==> src/rtl/round_key_mux11.sv <==
// -----------------------------------------------------------------------------
// round_key_mux11
//
// Collects up to NK round keys written by slot index into a local key store.
// On start it replays them in order 0..NK-1 to the cipher datapath over a
// valid/ready stream, one key per accepted handshake.
//
// Ports:
//   clk_i        single clock, all state on the rising edge
//   rst_i        asynchronous, active-high reset
//   wr_en_i      key store write strobe
//   wr_idx_i     slot index for the write
//   wr_key_i     key data for the write
//   clear_i      clears loaded flags and err (IDLE only)
//   start_i      single-cycle replay request
//   key_out_o    current round key (registered)
//   key_idx_o    slot index of key_out_o (registered)
//   key_valid_o  key_out_o / key_idx_o valid
//   key_ready_i  consumer accepts the current key
//   key_last_o   high with key_valid_o on the final slot
//   busy_o       high while replaying
//   done_o       one-cycle pulse after the final handshake
//   loaded_o     per-slot loaded flags
//   err_o        sticky error flag, cleared by rst_i or clear_i
//   dbg_state_o  FSM state (0 = IDLE, 1 = RUN)
//
// Stream handshake: a key transfers on every rising edge where
// key_valid_o && key_ready_i. While key_valid_o is high and key_ready_i is
// low, key_out_o, key_idx_o and key_valid_o hold their values. key_valid_o
// never depends combinationally on key_ready_i.
// -----------------------------------------------------------------------------
module round_key_mux11 #(
    parameter int W  = 128,
    parameter int NK = 11
) (
    input  logic          clk_i,
    input  logic          rst_i,
    input  logic          wr_en_i,
    input  logic [3:0]    wr_idx_i,
    input  logic [W-1:0]  wr_key_i,
    input  logic          clear_i,
    input  logic          start_i,
    output logic [W-1:0]  key_out_o,
    output logic [3:0]    key_idx_o,
    output logic          key_valid_o,
    input  logic          key_ready_i,
    output logic          key_last_o,
    output logic          busy_o,
    output logic          done_o,
    output logic [NK-1:0] loaded_o,
    output logic          err_o,
    output logic          dbg_state_o
);

    typedef enum logic {
        S_IDLE = 1'b0,
        S_RUN  = 1'b1
    } state_t;

    localparam logic [3:0] LAST_IDX = 4'(NK - 1);

    state_t         state_q;
    logic [3:0]     ptr_q;
    logic [3:0]     ptr_d;
    logic [W-1:0]   key_out_q;
    logic [3:0]     key_idx_q;
    logic           key_valid_q;
    logic           done_q;
    logic [NK-1:0]  loaded_q;
    logic           err_q;

    // Key data is deliberately not reset: slots are only replayed once their
    // loaded flag is set, and the flags are reset.
    logic [W-1:0]   key_mem [NK];

    logic idx_ok;
    logic full;
    logic hs;
    logic store_we;

    assign idx_ok   = (wr_idx_i <= LAST_IDX);
    assign full     = &loaded_q;
    assign hs       = key_valid_q & key_ready_i;
    assign ptr_d    = ptr_q + 4'd1;
    // The store is locked during replay; clear in the same cycle discards the
    // write because the slot would be marked unloaded anyway.
    assign store_we = (state_q == S_IDLE) & wr_en_i & idx_ok & ~clear_i;

    always_ff @(posedge clk_i) begin
        if (store_we) begin
            key_mem[wr_idx_i] <= wr_key_i;
        end
    end

    always_ff @(posedge clk_i or posedge rst_i) begin
        if (rst_i) begin
            state_q     <= S_IDLE;
            ptr_q       <= 4'd0;
            key_out_q   <= '0;
            key_idx_q   <= 4'd0;
            key_valid_q <= 1'b0;
            done_q      <= 1'b0;
            loaded_q    <= '0;
            err_q       <= 1'b0;
        end else begin
            done_q <= 1'b0;
            case (state_q)
                S_IDLE: begin
                    if (clear_i) begin
                        loaded_q <= '0;
                        // Only an out-of-range write survives a same-cycle clear.
                        err_q    <= wr_en_i & ~idx_ok;
                    end else begin
                        if (store_we) begin
                            loaded_q[wr_idx_i] <= 1'b1;
                        end
                        if ((wr_en_i & ~idx_ok) | (start_i & ~full)) begin
                            err_q <= 1'b1;
                        end
                    end
                    // full is the pre-cycle bitmap, so a same-cycle write
                    // cannot complete the set in time for this start.
                    if (start_i & full) begin
                        state_q     <= S_RUN;
                        ptr_q       <= 4'd0;
                        key_out_q   <= key_mem[0];
                        key_idx_q   <= 4'd0;
                        key_valid_q <= 1'b1;
                    end
                end
                S_RUN: begin
                    if (wr_en_i) begin
                        err_q <= 1'b1;
                    end
                    if (hs) begin
                        if (ptr_q == LAST_IDX) begin
                            state_q     <= S_IDLE;
                            ptr_q       <= 4'd0;
                            key_valid_q <= 1'b0;
                            done_q      <= 1'b1;
                        end else begin
                            ptr_q     <= ptr_d;
                            key_out_q <= key_mem[ptr_d];
                            key_idx_q <= ptr_d;
                        end
                    end
                end
                default: begin
                    state_q <= S_IDLE;
                end
            endcase
        end
    end

    assign key_out_o   = key_out_q;
    assign key_idx_o   = key_idx_q;
    assign key_valid_o = key_valid_q;
    assign key_last_o  = key_valid_q & (key_idx_q == LAST_IDX);
    assign busy_o      = (state_q == S_RUN);
    assign done_o      = done_q;
    assign loaded_o    = loaded_q;
    assign err_o       = err_q;
    assign dbg_state_o = state_q;

endmodule

==> config.mk <==
export PLATFORM = sky130hd
export DESIGN_NAME = round_key_mux11
export DESIGN_NICKNAME = d
export VERILOG_FILES = /design/src/rtl/round_key_mux11.sv
export SDC_FILE = /design/constraint.sdc
export NUM_CORES = 2
export LEC_CHECK = 0
export BUFFER_PORTS_ARGS = -buffer_cell sky130_fd_sc_hd__buf_2
export CORE_ASPECT_RATIO = 1.5
export CORE_MARGIN = 2
export CORE_UTILIZATION = 55
export CTS_BUF_LIST = sky130_fd_sc_hd__clkbuf_8
export DETAILED_ROUTE_END_ITERATION = 6
export PLACE_DENSITY = 0.73
export SYNTH_ARGS = -nofsm -noshare
export SYNTH_HDL_FRONTEND = slang
export SYNTH_SLANG_ARGS = --single-unit
==> constraint.sdc <==
create_clock -name clk_i -period 16.38 [get_ports clk_i]
set_clock_uncertainty 0.05 [all_clocks]
set_input_delay 2.457 -clock clk_i [delete_from_list [all_inputs] [get_ports clk_i]]
set_output_delay 2.457 -clock clk_i [all_outputs]
set_load 0.01 [all_outputs]
==> impl_results.md <==
- Mapped Nets: about 3400
- Residual DRC: 0
- Max clock buf depth: 3
- Pin count of the biggest net entering global routing: ~180
- Peak VDD IR: roughly 0.09 mV
- Fin nets: 3750
- Mean post-synth cell area: 18.6 um2
- Top post-synthesis cells by area: edfxtp_1, mux4_2, dfrtp_1, mux2_2, a21oi_1
- Post-Synth Adder-Cell Area: less than 1%
- Clock sinks: 1559
- Num ports: 287
- Commonest non-fill, non-tap cell in the layout: edfxtp_1
- Row count: ~150
- DIE AREA: 0.113 mm2
- Final period utilization: approximately a third
- Vias: between 30000 and 40000
- Final min period: ~5.5 ns
- Worst-Margin Slew: around 1.3 ns
- Fmax: ~180 MHz
- Largest family of logic cells by synthesized area: multiplexers
- Netlist cell types: 39
- Vias in the first global route: ~33000
- Setup Fix Bufs, Post-CTS: 0
- Cells after synthesis: about 3300
- Sequential area share after synthesis: between 70% and 80%
- Fill cells: between 7000 and 8000
- Chip Height: between 400 and 500 um
- Synth warn: 0
- Final setup TNS: 0 ns
- Leakage: 22.2 nW
- Post-Synth Simple-Gate Area: 4.73%
- Synth Flop Type: edfxtp_1
- Synth-to-layout area growth: 11.7%
- Starting density of the core: between 50% and 60%
- Hold Path Class: reg2reg
- Compound-Gate Fraction of Synth Area: roughly 3.7%
- Status: complete, no violations
- Crit path DAT: 6.20 ns
- FF+latch count, synth: 1559
- Clock Latency Late Sink: between 0.9 and 1 ns
- First-pass GRT wire length: ~210000 um
- XOR/XNOR Fraction of Synth Area: 0.0288%
- CTS root buf: clkbuf_8
- Post-synth top area cell: edfxtp_1
- Reg clk slew, reported paths: around 0.060 ns
- Slew headroom: between 10% and 20%
- Hold_buf cts: 0
- Die X: approximately 280 um
- Number of buffers added on ports: approximately 290
- Initial antenna violation count: 36
- Number of enable flip-flop cells after synthesis: 1408
- H-tree depth: 4
- CTS tree: done
- Commonest non-fill, non-tap cells in the layout: edfxtp_1, buf_2, a21oi_1
- Final Max Slew Viols: 0
- PostCTS Resize Cnt: 0
- DP Wirelength: about 70000 um
- Placed Instances: a little under 5000
- Crit start category: flop
- ANT nets after route: 0
- Worst setup path class: reg2reg
- CP Max Fanout: about 180
- Pwr Total: around 7.5 mW
- Pre-Repair DR Iteration Count: 6
- Area of the mapped netlist: just over 0.06 mm2
- Final GP Congestion: 0.769
- GR Overflow Total: 0
- Post-synth top area share: between 60% and 70%
- Total track usage: between 20% and 30%
- Setup crit end kind: flop
- Layout cells sized above 1: 27.3%
- Mux share of post-synthesis cell area: between 10 and 15%
- Setup violators final: 0
- DR vias/cell: 6.18
- Worst path required time: between 15 and 20 ns
- Starting DRC count in detailed routing: about 3200
- Avg WL per Cell: approximately 27 um
- CORE AREA: 0.110 mm2
- Max_cap viols: 0
- Post-Route WL: 144000 um
- Layout Utilization: roughly three fifths
- Final hold vios: 0
- RSZ-0062 raised after global routing: false
- Power Density: roughly 110 mW/mm2
- FFs w/ async S/R, synth: between 9 and 10%
- Fin cells: ~5200
- Num CTS Buffers: approximately 220
## state kept, by name (all words and copies together) (netlist names)
register and cells:
key_idx_o 4, key_mem 1408, busy_o 1, done_o 1
key_valid_o 1, err_o 1, key_out_o 128, ptr_q 4
loaded_o 11
## Yosys cell counts (2+ instances only)
| library cell | n |
|---|---|
| inv_1 | 3 |
| nor3_1 | 133 |
| buf_6 | 21 |
| a21oi_1 | 266 |
| a22o_1 | 5 |
| nand2b_1 | 7 |
| o21ai_0 | 2 |
| and3_1 | 2 |
| o2bb2ai_1 | 2 |
| nor2_1 | 149 |
| nand3_1 | 130 |
| buf_1 | 27 |
| buf_2 | 79 |
| ha_1 | 2 |
| buf_4 | 13 |
| nand2_1 | 3 |
| mux2_2 | 128 |
| a31oi_1 | 130 |
| nand4_1 | 2 |
| mux2i_1 | 129 |
| mux4_2 | 256 |
| xor2_1 | 2 |
| clkbuf_1 | 78 |
| nor2b_1 | 133 |
| edfxtp_1 | 1408 |
| dfrtp_1 | 151 |
| and2_1 | 2 |
## layer usage
layer / routed length, um / track usage, %
met1: 54000 / 32.3
met4: 4570 / 9.52
met2: 74200 / 43.8
met5: 216 / 0
met3: 10800 / 5.28
## cell type report
| type | instances | area [um2] | area share (%) |
|---|---|---|---|
| sequential | 1559 | 46100 | 67.7 |
| multi-input combinational | 1495 | 13800 | 20.3 |
| clock buffer | 245 | 3370 | 4.96 |
| timing repair buffer | 335 | 1950 | 2.87 |
| tap | 1434 | 1790 | 2.64 |
| clock inverter | 162 | 951 | 1.40 |
| antenna | 16 | 40.0 | 0.0589 |
| inverter | 3 | 18.8 | 0.0276 |
## final timing paths
check	startpoint	end	slack [ns]	depth (start not counted)
hold reg to reg	loaded_o[0]	loaded_o[0]	0.49	2
setup reg to reg	ptr_q[0]	key_out_o[30]	10.84	8
setup / recovery	ptr_q[0]	key_out_o[30]	10.84	8
max in group asynchronous	rst_i	busy_o	12.33	4
hold / removal	loaded_o[0]	loaded_o[0]	0.49	2
min in group asynchronous	rst_i	key_out_o[46]	1.63	2
## worst max-delay path, cell delays in order, from the launching register on
cell and delay, ns:
dfrtp_4 1.08, inv_1 0.25, ha_4 1.01, buf_4 0.99, buf_12 0.67, mux4_2 0.43
mux2_2 0.28, nand3_1 0.09, a31oi_1 0.10
## logic make-up (layout without fill, tap and decap cells)
logic type,Yosys count,in the layout
AO/OA/AOI/OAI,408,408
XOR/XNOR,2,2
adder cells (fa/ha/maj),2,2
buffers and inverters,221,745
flip-flops,1559,1559
multiplexers,514,514
other,0,16
AND/OR/NAND/NOR,569,569
## stage by stage
stage | instance area [um2] | hold WS (ns) | setup WS [ns]
after floorplan | 60900 | 0.474 | 0.562
after global placement | 63600 | 0.457 | 10.42
after detailed placement | 63600 | 0.473 | 10.37
after CTS | 68000 | 0.490 | 10.81
after global routing | 68000 | 0.513 | 10.57
final | 68000 | 0.485 | 10.84
## power breakdown
part | leakage [nW] | total [mW] | switching, mW | internal, mW
combinational | 5.30 | 0.162 | 0.110 | 0.0525
sequential | 14.5 | 4.42 | 0.0271 | 4.40
clock | 2.43 | 2.95 | 1.45 | 1.49
total | 22.2 | 7.53 | 1.59 | 5.94
No activity file was read; power rests on OpenSTA's default activity.
